## src/rtl/pipelined_write_rx.sv

```systemverilog
// pipelined_write_rx
//   Sink end of the pipelined-write link. Each clock one link word is sampled. In the idle
//   state the word is a command; after a valid command the words are data cycles. Data beats
//   are staged, then the finished write is handed to a valid/ready output port. wdone pulses
//   follow the command's write type.
//
// Ports
//   clk        in   clock
//   rst_n      in   synchronous active-low reset
//   link_dat   in   link word: cmd {rsvd[9:6], val[5], num_cycles[4:3], write_type[2:0]}
//                   or data {cycle_type[9:8], dat[7:0]}
//   out_vld    out  assembled write available
//   out_rdy    in   consumer accepts when out_vld && out_rdy
//   out_dat    out  payload, beat k in bits [8k+7:8k], unused beats zero
//   out_num    out  number of beats received (1..MAX_WR_CYCLES)
//   out_type   out  write type of the delivered write
//   wdone      out  one-cycle completion pulse
//   err_proto  out  one-cycle pulse: protocol violation, write dropped
//   err_ovfl   out  one-cycle pulse: write completed while output still held, write dropped
module pipelined_write_rx #(
    parameter int unsigned MAX_WR_CYCLES = 4,
    parameter int unsigned WR_WIDTH      = 8,
    parameter int unsigned CT_W          = 2
) (
    input  logic                              clk,
    input  logic                              rst_n,
    input  logic [CT_W+WR_WIDTH-1:0]          link_dat,
    output logic                              out_vld,
    input  logic                              out_rdy,
    output logic [MAX_WR_CYCLES*WR_WIDTH-1:0] out_dat,
    output logic [2:0]                        out_num,
    output logic [2:0]                        out_type,
    output logic                              wdone,
    output logic                              err_proto,
    output logic                              err_ovfl
);

    localparam int unsigned OUT_W = MAX_WR_CYCLES * WR_WIDTH;
    localparam int unsigned NUM_W = $clog2(MAX_WR_CYCLES);
    localparam int unsigned CNT_W = 3;

    typedef enum logic [CT_W-1:0] {
        CtIdle  = 2'd0,
        CtValid = 2'd1,
        CtDone  = 2'd2
    } cycle_type_e;

    typedef enum logic [2:0] {
        WtStd    = 3'd0,
        WtMulti  = 3'd1,
        WtSingle = 3'd2
    } write_type_e;

    typedef enum logic [0:0] {
        StIdle,
        StData
    } state_e;

    // Registered state
    state_e             state_q, state_d;
    logic [CNT_W-1:0]   cnt_q, cnt_d;
    logic [CNT_W-1:0]   exp_q, exp_d;
    logic [2:0]         type_q, type_d;
    logic [OUT_W-1:0]   stage_q, stage_d;
    logic               out_vld_q, out_vld_d;
    logic [OUT_W-1:0]   out_dat_q, out_dat_d;
    logic [2:0]         out_num_q, out_num_d;
    logic [2:0]         out_type_q, out_type_d;
    logic               wdone_q, wdone_d;
    logic               err_proto_q, err_proto_d;
    logic               err_ovfl_q, err_ovfl_d;

    // Command view of the link word
    logic               cmd_val;
    logic [NUM_W-1:0]   cmd_num;
    logic [2:0]         cmd_type;
    // Data view of the link word
    logic [CT_W-1:0]    dat_ct;
    logic [WR_WIDTH-1:0] dat_byte;

    logic [CNT_W-1:0]   cnt_inc;
    logic [OUT_W-1:0]   stage_ins;
    logic               complete;

    assign cmd_val  = link_dat[5];
    assign cmd_num  = link_dat[4:3];
    assign cmd_type = link_dat[2:0];
    assign dat_ct   = link_dat[CT_W+WR_WIDTH-1:WR_WIDTH];
    assign dat_byte = link_dat[WR_WIDTH-1:0];

    assign cnt_inc   = cnt_q + 1'b1;
    // Staging is cleared at the command, so OR-ing the beat into its slot is enough.
    assign stage_ins = stage_q | (OUT_W'(dat_byte) << (cnt_q * WR_WIDTH));

    always_comb begin
        state_d     = state_q;
        cnt_d       = cnt_q;
        exp_d       = exp_q;
        type_d      = type_q;
        stage_d     = stage_q;
        out_vld_d   = out_vld_q && !out_rdy;
        out_dat_d   = out_dat_q;
        out_num_d   = out_num_q;
        out_type_d  = out_type_q;
        wdone_d     = 1'b0;
        err_proto_d = 1'b0;
        err_ovfl_d  = 1'b0;
        complete    = 1'b0;

        unique case (state_q)
            StIdle: begin
                if (cmd_val) begin
                    if (cmd_type > WtSingle) begin
                        err_proto_d = 1'b1;
                    end else begin
                        exp_d   = (cmd_num == '0) ? CNT_W'(MAX_WR_CYCLES) : CNT_W'(cmd_num);
                        type_d  = cmd_type;
                        stage_d = '0;
                        cnt_d   = '0;
                        state_d = StData;
                    end
                end
            end
            StData: begin
                case (dat_ct)
                    CtIdle: begin
                        // Bubble: hold everything.
                    end
                    CtValid: begin
                        if (cnt_inc < exp_q) begin
                            stage_d = stage_ins;
                            cnt_d   = cnt_inc;
                            wdone_d = (type_q == WtMulti);
                        end else begin
                            err_proto_d = 1'b1;
                            state_d     = StIdle;
                        end
                    end
                    CtDone: begin
                        if (cnt_inc == exp_q) begin
                            stage_d  = stage_ins;
                            cnt_d    = cnt_inc;
                            wdone_d  = (type_q == WtMulti) || (type_q == WtSingle);
                            complete = 1'b1;
                            state_d  = StIdle;
                        end else begin
                            err_proto_d = 1'b1;
                            state_d     = StIdle;
                        end
                    end
                    default: begin
                        err_proto_d = 1'b1;
                        state_d     = StIdle;
                    end
                endcase
            end
            default: state_d = StIdle;
        endcase

        // A held, un-accepted write wins; the new one is dropped and flagged.
        if (complete) begin
            if (out_vld_q && !out_rdy) begin
                err_ovfl_d = 1'b1;
            end else begin
                out_vld_d  = 1'b1;
                out_dat_d  = stage_ins;
                out_num_d  = cnt_inc;
                out_type_d = type_q;
            end
        end
    end

    always_ff @(posedge clk) begin
        if (!rst_n) begin
            state_q     <= StIdle;
            cnt_q       <= '0;
            exp_q       <= '0;
            type_q      <= '0;
            stage_q     <= '0;
            out_vld_q   <= 1'b0;
            out_dat_q   <= '0;
            out_num_q   <= '0;
            out_type_q  <= '0;
            wdone_q     <= 1'b0;
            err_proto_q <= 1'b0;
            err_ovfl_q  <= 1'b0;
        end else begin
            state_q     <= state_d;
            cnt_q       <= cnt_d;
            exp_q       <= exp_d;
            type_q      <= type_d;
            stage_q     <= stage_d;
            out_vld_q   <= out_vld_d;
            out_dat_q   <= out_dat_d;
            out_num_q   <= out_num_d;
            out_type_q  <= out_type_d;
            wdone_q     <= wdone_d;
            err_proto_q <= err_proto_d;
            err_ovfl_q  <= err_ovfl_d;
        end
    end

    assign out_vld   = out_vld_q;
    assign out_dat   = out_dat_q;
    assign out_num   = out_num_q;
    assign out_type  = out_type_q;
    assign wdone     = wdone_q;
    assign err_proto = err_proto_q;
    assign err_ovfl  = err_ovfl_q;

endmodule

```

## config.mk

```make
export PLATFORM = sky130hd
export DESIGN_NAME = pipelined_write_rx
export DESIGN_NICKNAME = d
export VERILOG_FILES = /design/src/rtl/pipelined_write_rx.sv
export SDC_FILE = /design/constraint.sdc
export NUM_CORES = 1
export LEC_CHECK = 0
export CORE_UTILIZATION = 55
export CTS_BUF_LIST = sky130_fd_sc_hd__clkbuf_8
export CTS_CLUSTER_DIAMETER = 80
export DETAILED_ROUTE_END_ITERATION = 16
export GPL_ROUTABILITY_DRIVEN = 0
export PLACE_DENSITY = 0.79
export REMOVE_ABC_BUFFERS = 1
export SYNTH_ARGS = -nofsm -noshare
export SYNTH_HDL_FRONTEND = slang
export SYNTH_SLANG_ARGS = --single-unit
```

## constraint.sdc

```tcl
create_clock -name clk -period 6 [get_ports clk]
set_clock_uncertainty 0.05 [all_clocks]
set_input_delay 0.9 -clock clk [delete_from_list [all_inputs] [get_ports clk]]
set_output_delay 0.9 -clock clk [all_outputs]
set_load 0.03 [all_outputs]
```

# [Word level (Yosys, flattened, before mapping)]
# Cells that the tools add are included.
[word_totals] regBits=84 out_inout_bits=42 wordCells=72
[op_classes] add_sub_neg=1 n_lt_le_gt_ge=2 n_eq_ne=10 shifts=1 muxes=32 bitwise=4 n_reduce_logical=10
[ops] op="$mux W32" count=4
[ops] op="$pmux W32 S2" count=2
[ops] op="$or A32 B32 Y32" count=1
[ops] op="$shl A8 B6 Y32" count=1
[ops] op="$mux W3" count=5
[ops] op="$mux W1" count=14
[ops] op="$pmux W3 S2" count=2
[ops] op="$pmux W1 S2" count=4
[ops] op="$ne A3 B3 Y1 const B" count=2
[ops] op="$reduce_and A2 Y1" count=3
[ops] op="$reduce_and A5 Y1" count=1
[ops] op="$logic_not A2 Y1" count=2
[ops] op="$ne A2 B2 Y1 const B" count=2
[ops] op="$add A3 B1 Y3 const B" count=1
[ops] op="$eq A3 B1 Y1 const B" count=1
[ops] op="$eq A3 B2 Y1 const B" count=1
[ops] op="$eq A3 B3 Y1" count=1
[ops] op="$gt A3 B2 Y1 const B" count=1
[ops] op="$lt A3 B3 Y1" count=1
[ops] op="$ne A3 B1 Y1 const B" count=1
[ops] op="$not A1 Y1" count=3
[ops] op="$pmux W1 S3" count=1
[ops] op="$reduce_and A3 Y1" count=1
[ops] op="$eq A2 B1 Y1 const B" count=1
[ops] op="4 further kinds" count=4

# [Longest topological paths before layout]
[depth] ltp_word=6 mapped_depth=9

# [Least setup slack after synthesis]
# No wires, ideal clock.
[synth_timing] path_type="input to register" from="in link_dat[8]" to="reg stage_q[24]" setup_ns=0.117 arrival_ns=2.099 required_time_ns=5.833 path_slack_ns=3.734 path_stages=7 path_buffers=1 cell_sequence="inv_1 > ha_1 > and4_4 > o21a_1 > buf_2 > and3_4 > a32o_1"
[synth_between] elab_chain_len=3 word_cells_on_any_way=8
[synth_rtl] element="start: declaration" line_no="27" text="input logic [CT_W+WR_WIDTH-1:0] link_dat,"
[synth_rtl] element="$eq A2 B2 Y1 / $eq A2 B1 Y1 (equally long branches)" line_no="125" text="case (dat_ct)"
[synth_rtl] element="$pmux W32 S2, or another cell as far along" line_no="125"
[synth_rtl] element="$pmux W32 S2 / $reduce_and A5 Y1 (equally long branches)"
[synth_rtl] element="end signal: assignment" line_no="192" text="stage_q <= stage_d;"
[synth_rtl] element="end: declaration" line_no="64" text="logic [OUT_W-1:0] stage_q, stage_d;"
# Parallel ways exist; a longest one is shown, timed or not.
# A chain may end at the register's enable or synchronous reset.

# [Final worst setup path]
[layout_timing] from="in link_dat[8]" to="reg out_dat_q[15] (netlist: out_dat[15])"
[layout_between] elab_chain_len=4
[layout_rtl] element="$eq A2 B2 Y1" line_no="125"
[layout_rtl] element="$mux W1" line_no="125"
[layout_rtl] element="$mux W1" line_no="110" text="unique case (state_q)"
[layout_rtl] element="$reduce_and A2 Y1 (no line)"
[layout_rtl] element="end signal: assignment" line_no="194" text="out_dat_q <= out_dat_d;"
[layout_rtl] element="end: declaration" line_no="66" text="logic [OUT_W-1:0] out_dat_q, out_dat_d;"
# Every way passes these cells.

==> impl_metrics.json <==
{
  "cp.buffers_inverters": 3,
  "synth_xor_area_share_pct": 0.258,
  "cts_tree": "yes",
  "power_uw": 1000,
  "grt_max_degree": 50,
  "yosys_register_bits": 84,
  "critPathKind": "input port to flop",
  "cp_cell_sequence": "clkdlybuf4s50_1 > inv_1 > ha_1 > and4_4 > nand3_1 > buf_4 > a211oi_1 > nor3_1",
  "startpoint_type": "input port",
  "start_util_pct": 57.1,
  "clk-insertion-delay-late_ns": 0.35,
  "hold_path.class": "flop to flop",
  "layout.nets": 427,
  "synth-compound-area-share_pct": 19.9,
  "outcome": "complete, no violations",
  "firstDrtPassIters": 5,
  "cts_hold_buf": 0,
  "coreArea_um2": 5960,
  "setup_viol": 0,
  "endpoint_kind": "flop",
  "postRouteWirelength_um": 7700,
  "hp-start": "out_type[0]$_SDFFE_PN0P_",
  "fmax_ghz": 0.314,
  "worst_path_largest_cell_delay_ns": 0.56,
  "synth_cell_types": 38,
  "yosys.area_share.simple_pct": 21.3,
  "slowest_stage": "nand3_1",
  "required_ns": 6.17,
  "min_period_over_period_pct": 53.1,
  "hold_slack_ns": 0.410,
  "grtUsageTotal_pct": 25.5,
  "antenna_left": 0,
  "grt_overflow": 0,
  "syn_inst": 367,
  "synth_seq_area_share_pct": 49.5,
  "synth-warning-count": 0,
  "dpl.hpwl_um": 5060,
  "wl_per_cell_um": 15.9,
  "grt_pass1_vias": 2593,
  "io_buffer_count": 54,
  "ir_drop_v": 0.000179,
  "arrival_ns": 3.35,
  "clock_path_buffers": 2,
  "critPathLaunch": "link_dat[8]",
  "cts_made_buffers": 9,
  "synth_top_family_by_area": "simple AND/OR/NAND/NOR gates",
  "cap_violations": 0,
  "hold_viol": 0,
  "n_antenna_cell": 0,
  "postPlaceCellArea_um2": 3890,
  "async_flop_share_pct": 0,
  "timing.rr.start": "cnt_q[1]$_SDFFE_PN0P_",
  "clkTransAtPathRegs_ns": 0.08,
  "vias_per_cell": 5.89,
  "dr_total_vias": 2859,
  "synth_mux_area_share_pct": 0,
  "io_pins": 55,
  "antenna_found_initial": 0,
  "synth-edff-count": 0,
  "finalMaxSlewViolations": 0,
  "timing.setup.tns_ns": 0,
  "max-slew-margin-rel_pct": 21.6,
  "finalInstanceArea_um2": 4070,
  "synth_top_flop_cell": "dfxtp_1",
  "drive_gt1_share_pct": 7.80,
  "rsz0062_at_grt": "no",
  "crit_family": "buffers and inverters",
  "cts_resized": 0,
  "fin_crit_ns": 3.18,
  "cts_num_sinks": 84,
  "dieHeight_um": 80.6,
  "postSynthAreaPerCell_um2": 9.26,
  "synthAdderAreaFrac_pct": 2.94,
  "first_iter_violations": 210,
  "syn2layout_area_growth_pct": 19.8,
  "p_leak_nw": 1.35,
  "die_w_um": 80.6,
  "worst_pin_slew_ns": 1.18,
  "die_area_um2": 6500,
  "grt_pass1_wl_um": 12500,
  "powerDensity_nw_per_um2": 246,
  "rows": 28,
  "cts_root_buf": "clkbuf_8",
  "crit_path_max_fanout": 20,
  "cts_setup_buffers": 0,
  "route.detailed.drc": 0,
  "h-tree-depth": 3,
  "netlist_area_um2": 3400
}
[routing by layer]
metal	vias up	GRT usage [%]	part of all wire, %
met1	1338	33.0	45
met5	-	0	0
met4	0	12.5	1.7
met2	95	40.9	48
met3	14	4.09	5.2
li1	1412	-	-
[cells in the mapped netlist, drive strengths merged (6+ instances only)]
cell | instances | area share [%]
dfxtp | 84 | 49
nand2 | 37 | 4.2
nor3 | 36 | 5.8
nor2 | 34 | 3.8
a211oi | 32 | 7.1
buf | 22 | 4.5
a32o | 20 | 5.9
a21oi | 17 | 2.6
o21ai | 17 | 2.5
nand3 | 12 | 1.8
clkbuf | 9 | 0.99
ha | 8 | 2.9
inv | 6 | 0.66
[registers in the layout, summed over array words and instances, names as in the netlist, 3 cells and up]
name	flops
out_dat	32
stage_q	32
cnt_q	3
exp_q	3
out_num	3
out_type	3
type_q	3
[cell families after synthesis]
logic type      after synthesis
compound gates               95
xor+xnor                      1
fa+ha+maj                     8
buf+inv                      37
flops                        84
simple gates                142
[where the power goes]
part	total (mW)	switching [mW]	internal [mW]
sequential	0.563	0.00275	0.560
combinational	0.0576	0.0381	0.0196
clock	0.379	0.192	0.187
[final cells by class]
class                           instances  area [um2]
Tap cell                               75        93.8
Multi-Input combinational cell        246        1510
Clock buffer                            9         124
Clock inverter                          6        57.6
Timing Repair Buffer                   59         578
Fill cell                             484        1880
Sequential cell                        84        1680
Inverter                                6        22.5
[layout by cell type (no fill, tap or decap), types with 2 or more instances in the layout]
master           Yosys  layout
o211ai_1             3       3
o21a_1               3       3
clkinv_2             0       3
ha_1                 8       8
nand4b_1             4       4
dfxtp_1             84      84
and3_1               2       2
a21oi_2              1       2
inv_1                6       7
nor2b_1              5       5
buf_4                4       5
nor2_1              34      34
a32o_1              20      20
a31oi_1              3       3
and3_4               3       3
o21ai_0             16      16
nor3_1              34      34
a211oi_1            32      32
nand3_1             12      12
clkdlybuf4s50_1      0      54
a21oi_1             16      15
clkbuf_8             0       9
nand2_1             36      36
[path summary, 6_finish.rpt]
check	to	slack [ns]	cells after the start
min	out_type[0]$_SDFFE_PN0P_	0.41	2
max reg2reg	out_dat[15]$_SDFFE_PN0P_	2.87	8
min reg2reg	out_type[0]$_SDFFE_PN0P_	0.41	2
max	out_dat[15]$_SDFFE_PN0P_	2.82	8
[stage by stage]
| step | std cells | setup slack, ns | util, % |
|---|---|---|---|
| floorplan | 336 | 2.60 | - |
| global placement | 470 | 2.58 | 65.3 |
| detailed placement | 470 | 2.48 | 65.3 |
| CTS | 485 | 2.83 | 68.4 |
| global route | 485 | 2.60 | 68.4 |
| finish | 485 | 2.82 | 68.4 |
[tightest hold or removal path, delay by kind of cell (launching register included)]
| kind | cells | cell delay [ns] |
|---|---|---|
| flip-flops | 1 | 0.31 |
| AND/OR/NAND/NOR | 1 | 0.05 |
| AO/OA/AOI/OAI | 1 | 0.05 |
Note: power is estimated with default switching activity, not from simulation.
